## config.mk

```make
export PLATFORM = sky130hd
export DESIGN_NAME = vram_arbiter
export DESIGN_NICKNAME = d
export VERILOG_FILES = /design/src/rtl/vram_arbiter_pkg.sv /design/src/rtl/vram_arb_priority.sv /design/src/rtl/vram_arbiter.sv
export SDC_FILE = /design/constraint.sdc
export NUM_CORES = 1
export LEC_CHECK = 0
export ABC_AREA = 1
export CAP_MARGIN = 10
export CORE_UTILIZATION = 47
export CTS_CLUSTER_SIZE = 28
export DETAILED_ROUTE_END_ITERATION = 6
export MAX_ROUTING_LAYER = met4
export PLACE_DENSITY = 0.93
export RECOVER_POWER = 50
export REMOVE_ABC_BUFFERS = 1
export SYNTH_ARGS = -nofsm -noshare
export SYNTH_HDL_FRONTEND = slang
export SYNTH_SLANG_ARGS = --single-unit
```

## constraint.sdc

```tcl
create_clock -name clk -period 5.2 [get_ports clk]
set_input_delay 0.52 -clock clk [delete_from_list [all_inputs] [get_ports clk]]
set_output_delay 0.52 -clock clk [all_outputs]
set_load 0.005 [all_outputs]
```

## src/rtl/vram_arbiter_pkg.sv

```systemverilog
// Shared definitions for the VRAM arbiter: default bus widths, FSM states and
// requester identifiers.
package vram_arbiter_pkg;
    localparam int VRAM_ADDR_WIDTH = 16;
    localparam int VRAM_DATA_WIDTH = 16;

    typedef enum logic [1:0] {
        ARB_IDLE   = 2'd0,
        ARB_ACCESS = 2'd1,
        ARB_TURN   = 2'd2
    } arb_state_t;

    typedef enum logic {
        ARB_MPU = 1'b0,
        ARB_REN = 1'b1
    } arb_id_t;
endpackage

```

## src/rtl/vram_arb_priority.sv

```systemverilog
// Combinational winner select between the MPU and the renderer for one VRAM
// access slot.
module vram_arb_priority
    import vram_arbiter_pkg::*;
(
    input  logic [1:0] reqs,
    input  logic       blank,
    input  logic       wait_sat,
    output logic       grant_vld,
    output arb_id_t    grant
);

    always_comb begin
        grant_vld = |reqs;
        grant     = ARB_REN;
        // The MPU wins when alone, during blanking, or once it has waited too long.
        if (reqs[ARB_MPU] && (!reqs[ARB_REN] || wait_sat || blank))
            grant = ARB_MPU;
    end

endmodule

```

## src/rtl/vram_arbiter.sv

```systemverilog
// Clocked MPU/renderer VRAM arbiter: grants one requester per slot, drives the
// active-low VRAM strobes for ACCESS_CYCLES cycles, latches read data and acks.
module vram_arbiter
    import vram_arbiter_pkg::*;
#(
    parameter int ADDR_WIDTH    = VRAM_ADDR_WIDTH,
    parameter int DATA_WIDTH    = VRAM_DATA_WIDTH,
    parameter int ACCESS_CYCLES = 2,
    parameter int MPU_MAX_WAIT  = 8
) (
    input  logic                  clk,
    input  logic                  reset,
    input  logic                  blank,
    input  logic                  mpu_req,
    input  logic                  mpu_wr,
    input  logic [1:0]            mpu_be,
    input  logic [ADDR_WIDTH-1:0] mpu_addr,
    input  logic [DATA_WIDTH-1:0] mpu_wdata,
    output logic [DATA_WIDTH-1:0] mpu_rdata,
    output logic                  mpu_ack,
    input  logic                  ren_req,
    input  logic [ADDR_WIDTH-1:0] ren_addr,
    output logic [DATA_WIDTH-1:0] ren_rdata,
    output logic                  ren_ack,
    output logic                  _vram_en,
    output logic                  _vram_rd,
    output logic                  _vram_wr,
    output logic [1:0]            _vram_be,
    output logic [ADDR_WIDTH-1:0] vram_addr,
    output logic [DATA_WIDTH-1:0] vram_wdata,
    output logic                  vram_oe,
    input  logic [DATA_WIDTH-1:0] vram_rdata
);

    localparam int CNT_W  = (ACCESS_CYCLES > 1) ? $clog2(ACCESS_CYCLES) : 1;
    localparam int WAIT_W = $clog2(MPU_MAX_WAIT + 1);
    localparam logic [CNT_W-1:0]  LAST_SLOT = CNT_W'(ACCESS_CYCLES - 1);
    localparam logic [WAIT_W-1:0] WAIT_MAX  = WAIT_W'(MPU_MAX_WAIT);

    arb_state_t        state, state_nxt;
    logic [CNT_W-1:0]  slot_cnt;
    logic [WAIT_W-1:0] wait_cnt;
    arb_id_t           owner;
    logic              is_wr;
    logic              grant_vld;
    arb_id_t           grant;
    logic              grant_wr;
    logic              last_slot;

    vram_arb_priority u_priority (
        .reqs      ({ren_req, mpu_req}),
        .blank     (blank),
        .wait_sat  (wait_cnt == WAIT_MAX),
        .grant_vld (grant_vld),
        .grant     (grant)
    );

    // The renderer only ever reads.
    assign grant_wr  = (grant == ARB_MPU) && mpu_wr;
    assign last_slot = (slot_cnt == LAST_SLOT);

    always_comb begin
        state_nxt = state;
        case (state)
            ARB_IDLE:   if (grant_vld) state_nxt = ARB_ACCESS;
            ARB_ACCESS: if (last_slot) state_nxt = is_wr ? ARB_TURN : ARB_IDLE;
            ARB_TURN:   state_nxt = ARB_IDLE;
            default:    state_nxt = ARB_IDLE;
        endcase
    end

    always_ff @(posedge clk or posedge reset) begin
        if (reset) begin
            state    <= ARB_IDLE;
            slot_cnt <= '0;
            wait_cnt <= '0;
            owner    <= ARB_MPU;
            is_wr    <= 1'b0;
        end else begin
            state    <= state_nxt;
            slot_cnt <= (state == ARB_ACCESS && !last_slot) ? slot_cnt + 1'b1 : '0;
            if (state == ARB_IDLE && grant_vld) begin
                owner <= grant;
                is_wr <= grant_wr;
            end
            // Counts slots a pending MPU request lost to the renderer.
            if (!mpu_req)
                wait_cnt <= '0;
            else if (state == ARB_IDLE && grant_vld) begin
                if (grant == ARB_MPU)
                    wait_cnt <= '0;
                else if (wait_cnt != WAIT_MAX)
                    wait_cnt <= wait_cnt + 1'b1;
            end
        end
    end

    always_ff @(posedge clk or posedge reset) begin
        if (reset) begin
            _vram_en   <= 1'b1;
            _vram_rd   <= 1'b1;
            _vram_wr   <= 1'b1;
            _vram_be   <= 2'b11;
            vram_addr  <= '0;
            vram_wdata <= '0;
            vram_oe    <= 1'b0;
            mpu_ack    <= 1'b0;
            ren_ack    <= 1'b0;
            mpu_rdata  <= '0;
            ren_rdata  <= '0;
        end else begin
            mpu_ack <= 1'b0;
            ren_ack <= 1'b0;
            case (state)
                ARB_IDLE: begin
                    if (grant_vld) begin
                        _vram_en  <= 1'b0;
                        _vram_rd  <= grant_wr;
                        _vram_wr  <= !grant_wr;
                        _vram_be  <= (grant == ARB_MPU) ? ~mpu_be : 2'b00;
                        vram_addr <= (grant == ARB_MPU) ? mpu_addr : ren_addr;
                        vram_oe   <= grant_wr;
                        if (grant_wr)
                            vram_wdata <= mpu_wdata;
                    end
                end
                ARB_ACCESS: begin
                    // Strobes drop and the ack rises on the same edge that samples read data.
                    if (last_slot) begin
                        _vram_en <= 1'b1;
                        _vram_rd <= 1'b1;
                        _vram_wr <= 1'b1;
                        _vram_be <= 2'b11;
                        vram_oe  <= 1'b0;
                        if (owner == ARB_MPU) begin
                            mpu_ack <= 1'b1;
                            if (!is_wr)
                                mpu_rdata <= vram_rdata;
                        end else begin
                            ren_ack <= 1'b1;
                            if (!is_wr)
                                ren_rdata <= vram_rdata;
                        end
                    end
                end
                default: ;
            endcase
        end
    end

endmodule
```

==> flow_results.org <==
** Floorplan
- Die Y :: 90.03 um
- Site Rows :: 31
- Die extent in x :: 90.03 um
- Top-Level Pins :: 144
- Core region area :: 0.007370 mm^2
- For this configuration, the core starts out at a cell density of 0.4942.
- Floorplan die area :: 0.008105 mm^2

** Route
- Using the TritonRoute via totals, the vias-per-cell ratio works out to 5.037.
- The first detailed-routing pass ran for 4 iterations.
- Summed over all layers, the routed wires come to 9.581 mm.
- After detailed routing, the number of remaining DRC violations is 0.
- The detail route stage leaves a number of antenna-violating nets equal to 0.
- Summing over every cut layer, the via total after detailed routing is 3299.
- Drt wl/cell :: 14.63 um
- Starting DRC count in detailed routing :: 152

** Clock tree
- The clock reaches the later pin of the worst-skew pair after 340 ps.
- The clock tree synthesis step divided the H-tree into 3 levels.
- Maximum count of clock buffers along a single path :: 2
- TritonCTS built the clock tree.
- The tree is rooted in a sky130_fd_sc_hd__clkbuf_8.
- Clock edge transition at the registers on the reported setup and hold paths :: 70 ps
- Number of resized instances in the post-cts repair step :: 0
- Setup Fix Bufs, Post-CTS :: 0
- Hold buffer count at cts :: 0
- CTS saw 81 sinks.
- The number of clock buffers added by TritonCTS is 9.

** Timing
- Unrepaired setup endpoints after global routing :: no
- Count of final max-slew check failures :: 82
- Fmax :: 400.5 MHz
- The total count of hold-check failures in the final report is 0.
- Final critical-path required period :: 2497 ps
- Relative slew margins :: -0.3006
- Final worst-path cycle share :: 0.4802
- Post-Route Skew :: 12.73 ps
- Worst-case hold slack :: 451.1 ps
- Setup TNS Final :: 0 ps
- Transition time of the tightest slew-check pin :: 1951 ps
- Setup violations remaining at the end of the flow were counted as 0.

** Run status
- Run status :: complete, but fails checks
- The final reports fail on max-capacitance violations, max-slew violations.

** Layout
- Count of filler cells inserted in the layout :: 545
- # nets final :: 625
- Fraction of final layout cells with drive strength greater than 1 :: 0.06295
- In the layout the commonest cells are sky130_fd_sc_hd__clkdlybuf4s50_1 (126), sky130_fd_sc_hd__nand2_1 (125), sky130_fd_sc_hd__dfrtp_1 (76), sky130_fd_sc_hd__inv_1 (55), sky130_fd_sc_hd__nand3_1 (43).
- ANT cells :: 0
- After the flow finishes, the layout carries non-filler instances totaling 655.
- The library cell used most frequently in the layout, excluding fill and tap cells, is sky130_fd_sc_hd__clkdlybuf4s50_1.
- Area growth from synthesis to layout :: 43.97%

** Pwr
- The analysis attributes to cell leakage a power of 2.567 nW.
- In this run the power density over the cells is 521.3 mW/mm^2.
- VDD sags by at most 271.1 uV.

** Placement
- Port Buffer Count :: 143
- At the end of routability-driven placement, the weighted congestion stood at 0.8612.
- DP Cell Count :: 639
- Detailed placement ended at an HPWL of 6.811 mm.

** Global route
- Wire length of the first global-routing pass :: 15.57 mm
- The via count of the first global-routing pass came to 3327.
- Number of antenna violations at the first check in global routing :: 0
- Total gr overflow :: 0
- Pin count of the biggest net entering global routing :: 82
- In the global route stage, overall resource usage came out at 0.2507.

** Worst setup path
- Crit Path Class :: input pin to asynchronous set/reset pin
- STA puts the critical path data arrival time at 2560 ps.
- CP required :: 5270 ps
- Kind of end point of the critical path :: asynchronous set/reset pin
- Worst setup SP type :: input pin
- In this run the worst path has a maximum fanout of 81.

** Logic synthesis
- After synthesis, the largest family of logic cells by area is simple AND/OR/NAND/NOR gates.
- The synthesized-area fraction occupied by ao, oa, aoi and oai cells was 0.06905.
- Synthesis inferred 81 register bits.
- Adder-cell area share of the yosys netlist :: 0.006870
- Synth warn :: 0
- Syn Inst Count :: 415
- Simple logic cell fraction of the synthesized area :: 0.2669
- Cell area after synthesis :: 0.003642 mm^2
- Of the total synthesized cell area, the portion taken by XOR and XNOR cells is 0.002405.
- Synth unique cells :: 29
- Part of the Yosys area used for sequential elements :: 0.5582
- Mean instance size in the synthesized netlist :: 8.776 um^2
- Proportion of synthesized area in mux cells :: 0

** Run
- Max-cap violations in this run came to 1.

** Min path
- The tightest min-delay check is of the flip-flop to flip-flop type.
[cell usage after synthesis (all sizes together)]
master / n / area (um^2)
a21oi: 15 / 86.34
buf: 16 / 107.6
clkbuf: 4 / 15.01
clkinv: 1 / 3.750
dfrtp: 76 / 1902
dfstp: 5 / 131.4
ha: 2 / 25.02
inv: 60 / 225.2
nand2: 127 / 494.2
nand3: 44 / 237.7
nand4: 18 / 127.6
nor2: 21 / 96.34
nor3: 1 / 16.27
o21ai: 24 / 165.1
xor2: 1 / 8.760
[worst max-delay path, cell delays in order]
cell and delay, ps:
sky130_fd_sc_hd__dlygate4sd3_1 540, sky130_fd_sc_hd__clkinvlp_2 70, sky130_fd_sc_hd__clkbuf_2 1360
[flip-flops by register name (all words and copies together), names as in the netlist]
| signal | count |
|---|---|
| mpu_rdata | 16 |
| wait_cnt | 4 |
| ren_ack | 1 |
| last_slot | 1 |
| vram_wdata | 16 |
| owner | 1 |
| _vram_rd | 1 |
| vram_addr | 16 |
| _vram_be | 2 |
| vram_oe | 1 |
| state | 2 |
| _vram_wr | 1 |
| _vram_en | 1 |
| is_wr | 1 |
| mpu_ack | 1 |
| ren_rdata | 16 |
[stage by stage]
step	setup slack, ps	area, um^2	utilization	total power, W
after floorplan	2608	3520	-	0.001569
after global placement	2540	5091	0.6908	0.002255
after detailed placement	2416	5091	0.6908	0.002308
after CTS	2763	5315	0.7212	0.002823
after global routing	2274	5244	0.7115	0.002913
final	2703	5244	0.7115	0.002734
[logic make-up after synthesis]
kind of cell	after synthesis
AOI/OAI and AO/OA	39
buffers and inverters	81
adders and majority gates	2
and+or+nand+nor	211
xor gates and xnor gates	1
DFF	81
[routing by layer]
metal  share of wire  track usage
met1            0.39       0.2867
met2            0.52       0.4205
met3           0.040      0.03215
met4           0.045       0.1532
met5               0            -
[final timing paths]
kind / startpoint / end / slack, ps / depth (start not counted)
setup / recovery: reset / vram_wdata[1] / 2700 / 3
hold / removal: last_slot / last_slot / 450 / 1
setup reg to reg: state[1] / mpu_rdata[5] / 2910 / 5
hold reg to reg: last_slot / last_slot / 450 / 1
max in group clk: mpu_req / wait_cnt[1] / 2730 / 5
min in group asynchronous: reset / ren_rdata[10] / 1320 / 3
[layout make-up]
cell class	count	area [um^2]	area share
Clock buffer	13	158.9	0.03030
Clock inverter	3	65.06	0.01241
Inverter	61	230.2	0.04390
Multi-Input combinational cell	253	1189	0.2267
Sequential cell	81	2033	0.3877
Tap cell	99	123.9	0.02362
Timing Repair Buffer	145	1444	0.2754
[where the power goes]
| part | total [W] | switching, W | internal (W) | leakage, nW |
|---|---|---|---|---|
| Clock | 0.000510 | 0.000213 | 0.000297 | 0.114 |
| Combinational | 0.00114 | 0.000520 | 0.000621 | 1.47 |
| Sequential | 0.00108 | 0.000156 | 0.000926 | 0.981 |
(Power assumes the default switching activity.)
